**src/rtl/frogger_pkg.sv**
```systemverilog
// frogger_pkg: shared state encoding, lane geometry and default lane periods
package frogger_pkg;
  typedef enum logic [1:0] {IDLE, RUN, HIT, OVER} state_t;
  localparam int NUM_LANES = 4;
  localparam int LANE_W = 16;
  localparam logic [NUM_LANES-1:0][2:0] DEF_LANE_PERIOD = {3'd1, 3'd2, 3'd3, 3'd4};
endpackage

```
**src/rtl/lane_scheduler_if.sv**
```systemverilog
// lane_scheduler_if: game inputs and lane control outputs of the scheduler
interface lane_scheduler_if;
  import frogger_pkg::*;
  logic start;
  logic tick;
  logic [3:0] frog_row;
  logic [3:0] frog_col;
  logic [NUM_LANES*LANE_W-1:0] lane_pixels;
  logic [NUM_LANES-1:0] advance;
  logic [NUM_LANES-1:0] hit;
  logic win;
  logic [1:0] level;
  logic game_over;
  modport master (
    output start, tick, frog_row, frog_col, lane_pixels,
    input advance, hit, win, level, game_over
  );
  modport slave (
    input start, tick, frog_row, frog_col, lane_pixels,
    output advance, hit, win, level, game_over
  );
endinterface

```
**src/rtl/lane_timer.sv**
```systemverilog
// lane_timer: per-lane tick divider producing a one-cycle step pulse
module lane_timer (
  input  logic       clk,
  input  logic       reset,
  input  logic       clear,
  input  logic       enable,
  input  logic       tick,
  input  logic [2:0] period,
  output logic       step
);
  logic [2:0] cnt;
  logic wrap;
  // >= rather than == so a counter left above a shrunken period still wraps
  assign wrap = cnt >= period - 3'd1;
  // count enabled ticks, fire step and restart on wrap
  always_ff @(posedge clk) begin
    if (reset || clear) begin
      cnt  <= '0;
      step <= 1'b0;
    end else begin
      step <= enable && tick && wrap;
      if (enable && tick) cnt <= wrap ? 3'd0 : cnt + 3'd1;
    end
  end
endmodule

```
**src/rtl/lane_scheduler.sv**
```systemverilog
// lane_scheduler: game FSM, collision detection, level tracking and lane timing
module lane_scheduler
  import frogger_pkg::*;
#(
  parameter int BASE_ROW = 1,
  parameter int GOAL_ROW = 15,
  parameter logic [NUM_LANES-1:0][2:0] LANE_PERIOD = DEF_LANE_PERIOD
) (
  input logic clk,
  input logic reset,
  lane_scheduler_if.slave bus
);
  state_t state;
  logic [1:0] level;
  logic [NUM_LANES-1:0] hit;
  logic [NUM_LANES-1:0] adv;
  logic win;
  logic game_over;
  logic [3:0] rel;
  logic in_lane;
  logic coll;
  logic win_c;
  logic run_en;
  logic clr;
  assign rel     = bus.frog_row - 4'(BASE_ROW);
  assign in_lane = bus.frog_row >= 4'(BASE_ROW) && rel < 4'(NUM_LANES);
  assign coll    = state == RUN && in_lane && bus.lane_pixels[{rel[1:0], bus.frog_col}];
  assign win_c   = state == RUN && !coll && bus.frog_row == 4'(GOAL_ROW);
  assign run_en  = state == RUN && !coll;
  assign clr     = state == IDLE || win_c;
  for (genvar k = 0; k < NUM_LANES; k++) begin : g_lane
    logic [2:0] period;
    // period shrinks with level but never below one tick
    assign period = LANE_PERIOD[k] > {1'b0, level} ? LANE_PERIOD[k] - {1'b0, level} : 3'd1;
    lane_timer u_timer (
      .clk(clk),
      .reset(reset),
      .clear(clr),
      .enable(run_en),
      .tick(bus.tick),
      .period(period),
      .step(adv[k])
    );
  end
  // game FSM with registered hit/win/game_over pulses and level counter
  always_ff @(posedge clk) begin
    if (reset) begin
      state     <= IDLE;
      level     <= 2'd0;
      hit       <= '0;
      win       <= 1'b0;
      game_over <= 1'b0;
    end else begin
      hit <= '0;
      win <= 1'b0;
      case (state)
        IDLE: if (bus.start) state <= RUN;
        RUN: begin
          if (coll) begin
            state <= HIT;
            hit   <= 4'(1) << rel[1:0];
          end else if (win_c) begin
            win   <= 1'b1;
            level <= level == 2'd3 ? 2'd3 : level + 2'd1;
          end
        end
        HIT: begin
          state     <= OVER;
          game_over <= 1'b1;
        end
        default: game_over <= 1'b1;
      endcase
    end
  end
  assign bus.advance   = adv;
  assign bus.hit       = hit;
  assign bus.win       = win;
  assign bus.level     = level;
  assign bus.game_over = game_over;
endmodule

```
**src/flat_wrapper.sv**
```systemverilog
// flat-port wrapper written by rule: the top's interface ports become plain ports
module lane_scheduler_flat import frogger_pkg::*;
#(
  parameter int BASE_ROW = 1,
  parameter int GOAL_ROW = 15,
  parameter logic [NUM_LANES-1:0][2:0] LANE_PERIOD = DEF_LANE_PERIOD
)
  (clk, reset, bus_start, bus_tick, bus_frog_row, bus_frog_col, bus_lane_pixels, bus_advance, bus_hit, bus_win, bus_level, bus_game_over);
  lane_scheduler_if bus_i ();
  input logic clk;
  input logic reset;
  input wire logic [$bits(bus_i.start)-1:0] bus_start;
  input wire logic [$bits(bus_i.tick)-1:0] bus_tick;
  input wire logic [$bits(bus_i.frog_row)-1:0] bus_frog_row;
  input wire logic [$bits(bus_i.frog_col)-1:0] bus_frog_col;
  input wire logic [$bits(bus_i.lane_pixels)-1:0] bus_lane_pixels;
  output wire logic [$bits(bus_i.advance)-1:0] bus_advance;
  output wire logic [$bits(bus_i.hit)-1:0] bus_hit;
  output wire logic [$bits(bus_i.win)-1:0] bus_win;
  output wire logic [$bits(bus_i.level)-1:0] bus_level;
  output wire logic [$bits(bus_i.game_over)-1:0] bus_game_over;
  assign bus_i.start = bus_start;
  assign bus_i.tick = bus_tick;
  assign bus_i.frog_row = bus_frog_row;
  assign bus_i.frog_col = bus_frog_col;
  assign bus_i.lane_pixels = bus_lane_pixels;
  assign bus_advance = bus_i.advance;
  assign bus_hit = bus_i.hit;
  assign bus_win = bus_i.win;
  assign bus_level = bus_i.level;
  assign bus_game_over = bus_i.game_over;
  lane_scheduler #(.BASE_ROW(BASE_ROW), .GOAL_ROW(GOAL_ROW), .LANE_PERIOD(LANE_PERIOD)) u_core (.clk(clk), .reset(reset), .bus(bus_i));
endmodule
```
**config.mk**
```make
export PLATFORM = sky130hd
export DESIGN_NAME = lane_scheduler_flat
export DESIGN_NICKNAME = d
export VERILOG_FILES = /design/src/rtl/frogger_pkg.sv /design/src/rtl/lane_scheduler_if.sv /design/src/rtl/lane_timer.sv /design/src/rtl/lane_scheduler.sv /design/src/flat_wrapper.sv
export SDC_FILE = /design/constraint.sdc
export NUM_CORES = 1
export LEC_CHECK = 0
export ABC_AREA = 1
export BUFFER_PORTS_ARGS = -buffer_cell sky130_fd_sc_hd__clkbuf_2
export CORE_MARGIN = 4
export CORE_UTILIZATION = 35
export CTS_BUF_LIST = sky130_fd_sc_hd__clkbuf_16
export DETAILED_ROUTE_END_ITERATION = 8
export PLACE_DENSITY = 0.58
export SLEW_MARGIN = 20
export SYNTH_ARGS = -nofsm -noshare
export SYNTH_HDL_FRONTEND = slang
export SYNTH_SLANG_ARGS = --single-unit
```
**constraint.sdc**
```tcl
create_clock -name clk -period 2.62 [get_ports clk]
set_clock_uncertainty 0.1 [all_clocks]
set_input_delay 0.393 -clock clk [delete_from_list [all_inputs] [get_ports clk]]
set_output_delay 0.393 -clock clk [all_outputs]
set_load 0.01 [all_outputs]
```
==> results of run 1 <==
[cell usage in the layout (no fill, tap or decap)]
master	count
conb_1	5
nand3_1	64
a211oi_2	1
inv_1	26
dfxtp_1	26
a21oi_1	9
clkbuf_16	3
nand4_1	13
buf_4	2
nand2_1	94
nor2_1	35
clkbuf_2	87
a21oi_2	6
o21ai_0	3
a21o_1	1
ha_1	21
nand3_2	4
clkinv_1	1
inv_2	1
nand3_4	2
o211ai_1	2
xnor2_1	4
inv_4	2
[final cells by class]
type                            instances  area share (%)
Multi-Input combinational cell        264            53.1
Sequential cell                        26            19.4
Timing Repair Buffer                   89            16.8
Inverter                               29            4.24
Tap cell                               75            3.50
Clock buffer                            3            2.80
Clock inverter                          1           0.140
[final timing paths]
kind / from / to / slack (ns)
max: bus_frog_col[1] / u_core.g_lane[3].u_timer.step$_SDFF_PP0_ / 0.49
min: reset / u_core.bus.game_over$_SDFFE_PP0N_ / 0.23
max reg2reg: u_core.state[1]$_SDFFE_PP0P_ / u_core.g_lane[1].u_timer.cnt[0]$_SDFFE_PP0N_ / 0.63
min reg2reg: u_core.g_lane[0].u_timer.cnt[2]$_SDFFE_PP0N_ / u_core.g_lane[0].u_timer.cnt[2]$_SDFFE_PP0N_ / 0.38
[cells in the mapped netlist (3+ instances only)]
cell     number  area [sq um]
a21oi_1       9          45.0
a21oi_2       6          52.6
buf_2         4          20.0
buf_4        10          75.1
buf_6         5          56.3
dfxtp_1      26           521
ha_1         21           263
inv_1        26          97.6
nand2_1      94           353
nand3_1      64           320
nand3_2       4          40.0
nand4_1      13          81.3
nor2_1       35           131
o21ai_0       3          15.0
xnor2_1       4          35.0
[per-layer routing]
metal  share of wire [%]  routed length [um]  track usage [%]  vias up
li1                    -                   -                -     1245
met1                  44                2620             19.4     1074
met2                  51                2990             28.6       51
met3                 3.6                 215             2.84        8
met4                 1.4                  82             2.79        0
met5                   0                   0                0        -
[worst reg2reg max path: cells and delay by family, from the launching register on]
kind / cells / cell delay, ns
AND/OR/NAND/NOR: 3 / 0.63
AO/OA/AOI/OAI: 3 / 0.59
flip-flops: 1 / 0.31
adder cells (fa/ha/maj): 1 / 0.17
buffers and inverters: 1 / 0.12
[registers in the layout, indices dropped and copies added (netlist names)]
name,flops
u_core.bus.game_over,1
u_core.bus.hit,4
u_core.bus.level,2
u_core.bus.win,1
u_core.g_lane.u_timer.cnt,12
u_core.g_lane.u_timer.step,4
u_core.state,2
[per-stage QoR]
stage / util [%] / worst slack (ns)
2_1_floorplan: - / 0.787
3_3_place_gp: 43.2 / 0.294
3_5_place_dp: 43.2 / 0.226
4_1_cts: 44.5 / 0.478
5_1_grt: 44.5 / 0.267
6_report: 44.5 / 0.491
[power by group]
part           switching (uW)  internal, uW
Clock                     137           204
Combinational             324           187
Sequential               25.7           427
[kinds of logic (layout without fill, tap and decap cells)]
logic type	Yosys count	after routing	synth area share, %
and+or+nand+nor	212	212	43.5
buffers and inverters	50	122	12.4
DFF	26	26	23.6
AOI/OAI and AO/OA	22	22	6.69
adders and majority gates	21	21	11.9
xor gates and xnor gates	4	4	1.59
other	2	5	0.340
==> qor.yml, run 1 <==
outcome:
  status: "finished, final reports clean"
cts:
  clock_path_buffers: 2
  cts_sinks: 26
  cts_buffers: 3
  clk_latency_ns: 0.26
  ctsHoldBuffers: 0
  tritoncts: "yes"
  htree_levels: 1
  cts.clk_slew.worst_paths_ns: 0.07
  postCtsSetupBuffers: 0
  cts_root_buf: "clkbuf_16"
  ctsResizeCount: 0
timing:
  fmax_mhz: 470
  finalHoldViolations: 0
  rsz0062_at_grt: "no"
  setup_viol: 0
  fin_crit_sh_pct: 81.3
  period_needed_ns: 2.13
  final.setup.tns_ns: 0
  maxSlewViolCount: 0
  holdWs_ns: 0.230
critical_path:
  path_depth: 12
  critical_path.top_delay_family: "simple AND/OR/NAND/NOR gates"
  critical_path.slowest_cell: "nand3_2"
  path_buf_inv: 3
  rr_worst_depth: 8
  cp_data_arrival_time_ns: 2.22
  required_ns: 2.71
  cp-end-kind: "flip-flop"
  crit_fanout: 17
  crit_chain: "clkbuf_2 > inv_4 > nand3_1 > nand3_1 > nand3_1 > nand3_1 > nand3_2 > nand3_4 > nand3_2 > inv_1 > nand2_1 > nor2_1"
  cpMostUsedCell: "nand3_1"
  max_stage_delay_ns: 0.29
  cp-start-kind: "input pin"
  critPathKind: "in2reg"
detailed_routing:
  vias: 2378
  routed_wl_mm: 5.91
  first_pass_iters: 4
  initialDrtViolationCount: 136
  drcViolationCount: 0
  wl_per_cell_um: 12.1
  via_per_inst: 4.88
  ant_nets: 0
floorplan:
  start_util_pct: 36.6
  dieWidth_um: 87.4
  dieArea_sq_um: 7640
  die-height_um: 87.4
  core_region_area_sq_um: 6030
  ios: 88
  row_count: 28
final_layout:
  drive_above_1_share_pct: 26.2
  multiInputGateArea_sq_um: 1430
  nNetsFinal: 510
  final_area_sq_um: 2680
  regArea_sq_um: 520
  nFillCells: 654
  syn_to_final_growth_pct: 21.5
  antenna_cells: 0
  stdcell_count: 487
synthesis:
  async_flop_share_pct: 0
  synth_cells: 337
  synthFlopType: "dfxtp_1"
  yosysUniqueCellTypes: 23
  ys_ff_latch: 26
  synth_area_per_cell_sq_um: 6.55
  seq_area_frac_synth_pct: 23.6
  synth.cell_area_sq_um: 2210
  yosys_warnings: 0
  synth-edff-count: 0
grt:
  grt_start_max_net_pins: 33
  track_usage_pct: 15.8
  grt-ovfl-total: 0
  grt_pass1_vias: 2295
  grt_pass1_wl_mm: 9.87
  antenna_found_initial: 0
power:
  vdd_drop_max_mv: 0.391
  power_density_nw_per_um2: 486
  p_leak_uw: 0.00136
  fin_total_pwr_uw: 1300
flow_run:
  max_cap_viol_count: 0
placed_design:
  dpl.cell_count: 483
  dp_hpwl_mm: 4.73
  numPortBuffers: 87
  dpl_cell_area_sq_um: 2600
  place.gp.congestion: 0.820
worst_hold_path:
  hold_class: "in2reg"
  hold_depth: 2
(Power assumes the default switching activity.)
==> run 2: changes to the inputs <==
==> constraint.sdc (replaced) <==
create_clock -name clk -period 2.2 [get_ports clk]
set_clock_uncertainty 0.1 [all_clocks]
set_input_delay 0.33 -clock clk [delete_from_list [all_inputs] [get_ports clk]]
set_output_delay 0.33 -clock clk [all_outputs]
set_load 0.01 [all_outputs]
==> run 2 against run 1 <==
Clock-buffer cell count did not move. Cell count rose by 0.82%. Wire length fell by 2.1%. Via count fell by 0.34%. Sequential power rose by 19%. Worst hold slack got worse by 0.052 ns. Flip-flop and latch count did not move. Critical endpoint is now u_core.g_lane[0].u_timer.step$_SDFF_PP0_. Largest power group unchanged.
==> qor.yml, run 2 (synthesized netlist as in run 1, its figures left out) <==
final_layout:
  top_regs: "u_core.g_lane.u_timer.cnt: 12 flops, u_core.bus.hit: 4 flops, u_core.g_lane.u_timer.step: 4 flops"
  max_flop_register: "u_core.g_lane.u_timer.cnt"
  mostFrequentLayoutCell: "nand2_1"
  syn_to_final_growth_pct: 23.1
  antenna_cells: 0  # unchanged
  largest_reg_flops: 12  # unchanged
  stdcell_count: 491  # +0.82%
  layout_common_cells: "nand2_1, clkbuf_2, nand3_1, nor2_1"
  finish.utilization_pct: 45.1  # +0.56 points
  drive_above_1_share_pct: 27.2  # +0.95 points
  nNetsFinal: 515  # +0.98%
timing:
  holdWs_ns: 0.179  # -0.0517 ns
  period_needed_ns: 1.87
  maxSlewViolCount: 0  # unchanged
  rsz0062_at_grt: "no"
  fin_crit_sh_pct: 85.1
  setup_viol: 0  # unchanged
  fmax_mhz: 534
  finalHoldViolations: 0  # unchanged
  final.setup.tns_ns: 0  # unchanged
detailed_routing:
  first_pass_iters: 4  # unchanged
  drcViolationCount: 0  # unchanged
  ant_nets: 0  # unchanged
  initialDrtViolationCount: 73  # -46%
  wl_per_cell_um: 11.8  # -2.9%
  vias: 2370  # -0.34%
  routed_wl_mm: 5.78  # -2.1%
  via_per_inst: 4.83  # -1.1%
critical_path:
  rrSetupSlack_ns: 0.34  # -0.29 ns
  r2r-end: "u_core.g_lane[1].u_timer.cnt[2]$_SDFFE_PP0N_"
  max_stage_delay_ns: 0.25  # -0.04 ns
  crit_path_end: "u_core.g_lane[0].u_timer.step$_SDFF_PP0_"
  required_ns: 2.29  # -0.42 ns
  path_buf_inv: 3  # unchanged
  cp-end-kind: "flip-flop"
  crit_chain: "clkbuf_2 > buf_4 > nand3_1 > nand3_1 > nand3_1 > nand3_1 > nand3_2 > nand3_4 > nand3_2 > inv_1 > nand2_1 > nor2_1"
  crit_fanout: 13  # -4
  cpMostUsedCell: "nand3_1"
  path_depth: 12  # unchanged
  r2r_start: "u_core.bus.level[1]$_SDFFE_PP0P_"
  rr_worst_depth: 8  # unchanged
  critical_path.top_delay_family: "simple AND/OR/NAND/NOR gates"
  crit_path_start: "bus_frog_col[1]"
  cp-start-kind: "input pin"
  critical_path.slowest_cell: "nand3_2"
  cp_data_arrival_time_ns: 1.96  # -0.26 ns
  critPathKind: "in2reg"
cts:
  cts_sinks: 26  # unchanged
  cts_buffers: 3  # unchanged
  htree_levels: 1  # unchanged
  clk_latency_ns: 0.26  # about the same
  ctsResizeCount: 0  # unchanged
  cts.clk_slew.worst_paths_ns: 0.06  # about the same
  ctsHoldBuffers: 0  # unchanged
  cts_root_buf: "clkbuf_16"
  tritoncts: "yes"
  clock_path_buffers: 2  # unchanged
  postCtsSetupBuffers: 0  # unchanged
power:
  p_leak_uw: 0.00138  # +1.6%
  fin_total_pwr_uw: 1550  # +19%
  vdd_drop_max_mv: 0.466  # +19%
  power_density_nw_per_um2: 570  # +17%
grt:
  grt_pass1_wl_mm: 9.91  # +0.35%
  antenna_found_initial: 0  # unchanged
  grt_start_max_net_pins: 33  # unchanged
  grt_pass1_vias: 2278  # -0.74%
  track_usage_pct: 15.6  # -0.10 points
  grt-ovfl-total: 0  # unchanged
floorplan:
  die-height_um: 87.4  # unchanged
  start_util_pct: 36.6  # unchanged
  dieWidth_um: 87.4  # unchanged
  core_region_area_sq_um: 6030  # unchanged
  row_count: 28  # unchanged
  dieArea_sq_um: 7640  # unchanged
  ios: 88  # unchanged
placed_design:
  place.gp.congestion: 0.779  # -5.0%
  dp_hpwl_mm: 4.70  # -0.50%
  dpl.cell_count: 488  # +1.0%
  numPortBuffers: 87  # unchanged
outcome:
  status: "finished, final reports clean"
flow_run:
  max_cap_viol_count: 0  # unchanged
worst_hold_path:
  hold_class: "in2reg"
## run 2: changes by cell type in the layout (fill, tap and decap cells not counted)
cell,previous run,this run
buf_4,2,7
clkinv_1,1,0
## run 2: area by class of cell
| class | count | area (sq um) |
|---|---|---|
| fill | 672 | 3310 |
| clock buffer | 3 | 75.1 |
| inverter | 29 | 114 |
| timing repair buffer | 94 | 488 |
| multi-input combinational | 264 | 1430 |
| sequential | 26 | 520 |
| tap | 75 | 93.8 |
## run 2: worst reg2reg max path: cells and delay by family (launching register included)
family	cells	cell delay [ns]
flip-flops	1	0.36
buffers and inverters	1	0.10
AND/OR/NAND/NOR	4	0.45
adder cells (fa/ha/maj)	1	0.31
AO/OA/AOI/OAI	2	0.42
## run 2: worst min-delay path by stage
stage	startpoint	end	slack, ns	cells after the start
3_3_place_gp	u_core.bus.game_over$_SDFFE_PP0N_	u_core.bus.game_over$_SDFFE_PP0N_	0.36	2
3_5_place_dp	u_core.bus.game_over$_SDFFE_PP0N_	u_core.bus.game_over$_SDFFE_PP0N_	0.36	2
4_1_cts	reset	u_core.bus.game_over$_SDFFE_PP0N_	0.17	2
5_1_grt	reset	u_core.bus.game_over$_SDFFE_PP0N_	0.19	2
6_report	reset	u_core.bus.game_over$_SDFFE_PP0N_	0.18	2
2_1_floorplan	reset	u_core.bus.game_over$_SDFFE_PP0N_	0.30	1
## run 2: stage by stage
step / worst slack, ns / cell area [sq um]
after floorplan: 0.383 / 2220
after global placement: 0.0782 / 2640
after detailed placement: 0.0466 / 2640
after CTS: 0.315 / 2720
after global routing: 0.136 / 2720
final: 0.327 / 2720
## run 2: power breakdown
part           switching (uW)  internal, uW
logic                     386           229
clock network             155           241
registers                29.4           509
total                     570           979
## run 2: per-layer routing
metal | vias up | GRT usage (%) | share of wire, %
li1 | 1256 | - | -
met1 | 1069 | 19.9 | 45
met2 | 43 | 28.8 | 51
met3 | 2 | 2.37 | 4.2
met4 | 0 | 1.26 | 0.22
met5 | - | 0 | 0
==> run 3: changes to the inputs <==
--- a/config.mk
+++ b/config.mk
@@ -6,12 +6,12 @@
 export NUM_CORES = 1
 export LEC_CHECK = 0
 export ABC_AREA = 1
-export BUFFER_PORTS_ARGS = -buffer_cell sky130_fd_sc_hd__clkbuf_2
+export BUFFER_PORTS_ARGS = -buffer_cell sky130_fd_sc_hd__buf_2
 export CORE_MARGIN = 4
 export CORE_UTILIZATION = 35
 export CTS_BUF_LIST = sky130_fd_sc_hd__clkbuf_16
 export DETAILED_ROUTE_END_ITERATION = 8
-export PLACE_DENSITY = 0.58
+export PLACE_DENSITY = 0.6
 export SLEW_MARGIN = 20
 export SYNTH_ARGS = -nofsm -noshare
 export SYNTH_HDL_FRONTEND = slang
==> constraint.sdc (replaced) <==
create_clock -name clk -period 1.6 [get_ports clk]
set_clock_uncertainty 0.1 [all_clocks]
set_input_delay 0.24 -clock clk [delete_from_list [all_inputs] [get_ports clk]]
set_output_delay 0.24 -clock clk [all_outputs]
set_load 0.01 [all_outputs]
==> run 3 against run 2 <==
Sequential share of layout area fell by 2.1 points. The run now ends with negative setup slack left. Highest routed layer unchanged. Non-clock buffer count rose by 25. Setup slack got worse by 0.36 ns. Critical endpoint is now u_core.g_lane[2].u_timer.cnt[0]$_SDFFE_PP0N_. Clock power rose by 86%. Cell count rose by 5.5%. Clock-buffer cell count did not move. Worst hold slack got worse by 0.11 ns. Power rose by 66%. Die area did not move. Register-to-register slack got worse by 0.37 ns. Largest power group unchanged.
==> qor.yml, run 3 (synthesized netlist as in run 1, its figures left out) <==
detailed_routing:
  first_pass_iters: 4  # unchanged
  wl_per_cell_um: 12.1  # +2.5%
  drcViolationCount: 0  # unchanged
  routed_wl_mm: 6.26  # +8.2%
  via_per_inst: 4.92  # +1.9%
  vias: 2547  # +7.5%
  ant_nets: 0  # unchanged
  initialDrtViolationCount: 117  # +60%
final_layout:
  syn_to_final_growth_pct: 41.2
  layout_common_cells: "nand2_1, buf_2, nand3_1, nor2_1, buf_4"
  drive_above_1_share_pct: 36.6  # +9.4 points
  largest_reg_flops: 12  # unchanged
  final_area_sq_um: 3120  # +15%
  stdcell_count: 518  # +5.5%
  top_regs: "u_core.g_lane.u_timer.cnt: 12 flops, u_core.bus.hit: 4 flops, u_core.g_lane.u_timer.step: 4 flops"
  mostFrequentLayoutCell: "nand2_1"
  nNetsFinal: 541  # +5.0%
  antenna_cells: 0  # unchanged
  finish.utilization_pct: 51.7  # +6.6 points
  max_flop_register: "u_core.g_lane.u_timer.cnt"
outcome:
  violations: "negative setup slack"
  status: "complete, but fails checks"
critical_path:
  crit_chain: "nor2_4 > buf_6 > ha_4 > nor2_2 > nand2_1 > a21o_1 > nor2_1 > nand4_1 > a21oi_1"
  max_stage_delay_ns: 0.36  # +0.11 ns
  rr_worst_depth: 9  # +1
  critical_path.top_delay_family: "simple AND/OR/NAND/NOR gates"
  cp_data_arrival_time_ns: 1.73  # -0.23 ns
  rrSetupSlack_ns: -0.03  # -0.37 ns
  path_buf_inv: 1  # -2
  r2r_start: "u_core.bus.level[0]$_SDFFE_PP0P_"
  critical_path.slowest_cell: "dfxtp_4"
  cp-end-kind: "flip-flop"
  path_depth: 9  # -3
  cp-start-kind: "flip-flop"
  required_ns: 1.70  # -0.59 ns
  r2r-end: "u_core.g_lane[2].u_timer.cnt[0]$_SDFFE_PP0N_"
  crit_path_start: "u_core.bus.level[0]$_SDFFE_PP0P_"
  crit_fanout: 4  # -9
  critPathKind: "reg2reg"
  crit_path_end: "u_core.g_lane[2].u_timer.cnt[0]$_SDFFE_PP0N_"
placed_design:
  dpl.cell_count: 509  # +4.3%
  numPortBuffers: 87  # unchanged
  dpl_cell_area_sq_um: 2850  # +7.8%
  place.gp.congestion: 0.798  # +2.4%
  dp_hpwl_mm: 4.86  # +3.2%
cts:
  cts_root_buf: "clkbuf_16"
  cts_sinks: 26  # unchanged
  htree_levels: 1  # unchanged
  clock_path_buffers: 2  # unchanged
  tritoncts: "yes"
  ctsHoldBuffers: 0  # unchanged
  cts_buffers: 3  # unchanged
  cts.clk_slew.worst_paths_ns: 0.07  # about the same
  clk_latency_ns: 0.26  # about the same
timing:
  finalHoldViolations: 0  # unchanged
  holdWs_ns: 0.0670  # -0.112 ns
  fin_crit_sh_pct: 102
  setup_viol: 8  # +8
  maxSlewViolCount: 0  # unchanged
  layout_setup_ws_ns: -0.0314  # -0.359 ns
  period_needed_ns: 1.63
  fmax_mhz: 613
  rsz0062_at_grt: "yes"
floorplan:
  ios: 88  # unchanged
  core_region_area_sq_um: 6030  # unchanged
  die-height_um: 87.4  # unchanged
  row_count: 28  # unchanged
  dieArea_sq_um: 7640  # unchanged
  start_util_pct: 36.6  # unchanged
  dieWidth_um: 87.4  # unchanged
grt:
  grt-ovfl-total: 0  # unchanged
  antenna_found_initial: 0  # unchanged
  grt_pass1_vias: 2435  # +6.9%
  track_usage_pct: 16.5  # +0.81 points
  grt_start_max_net_pins: 33  # unchanged
  grt_pass1_wl_mm: 10.3  # +3.8%
power:
  fin_total_pwr_uw: 2570  # +66%
  vdd_drop_max_mv: 0.524  # +12%
  power_density_nw_per_um2: 826  # +45%
  p_leak_uw: 0.00154  # +12%
worst_hold_path:
  hold_class: "in2reg"
flow_run:
  max_cap_viol_count: 0  # unchanged
run 3: cell count changes in the layout (fill, tap and decap cells not counted), sizes merged:
| cell | before | now |
|---|---|---|
| bufinv | 0 | 1 |
| clkbuf | 90 | 4 |
| nand3 | 70 | 71 |
| buf | 7 | 118 |
run 3: final cells by class:
class,instances,area (sq um)
Fill cell,622,2910
Multi-Input combinational cell,265,1530
Timing Repair Buffer,119,736
Sequential cell,26,532
Inverter,29,119
Tap cell,75,93.8
Clock buffer,3,75.1
Clock inverter,1,30.0
run 3: how the worst min path moves through the flow:
stage	endpoint	cells after the start	startpoint
after floorplan	u_core.bus.game_over$_SDFFE_PP0N_	1	reset
after detailed placement	u_core.bus.game_over$_SDFFE_PP0N_	2	reset
after global placement	u_core.bus.game_over$_SDFFE_PP0N_	2	reset
after global routing	u_core.bus.game_over$_SDFFE_PP0N_	2	reset
final	u_core.bus.game_over$_SDFFE_PP0N_	2	reset
after CTS	u_core.bus.game_over$_SDFFE_PP0N_	2	reset
run 3: report_power, final:
part	leakage (uW)	switching, uW	total [uW]	internal, uW
sequential	0.000213	40.9	743	702
combinational	0.00128	630	1090	463
clock	0.0000511	238	736	498
total	0.00154	909	2570	1660
run 3: routing by layer:
layer	track usage (%)	vias to the layer above	wire, um	share of wire [%]
li1	-	1317	-	-
met5	0	-	0	0
met1	20.4	1142	2720	44
met4	4.60	0	110	1.8
met2	28.8	76	3100	50
met3	3.03	12	322	5.1
run 3: through the flow:
stage                     setup WS (ns)  setup TNS, ns
after floorplan                 -0.0783         -0.907
after global placement           -0.286          -6.14
after detailed placement         -0.313          -6.39
after CTS                       -0.0557         -0.500
after global routing             -0.193          -2.91
final                           -0.0314         -0.111
run 3: repair_timing:
action | 4_1_cts | 5_1_grt
hold endpoints to repair | 0 | 0
gates resized for setup | 14 | 19
setup endpoints to repair | 22 | 23
cloned | 0 | 2
buffers inserted | 4 | 0
pin swaps | 12 | 7
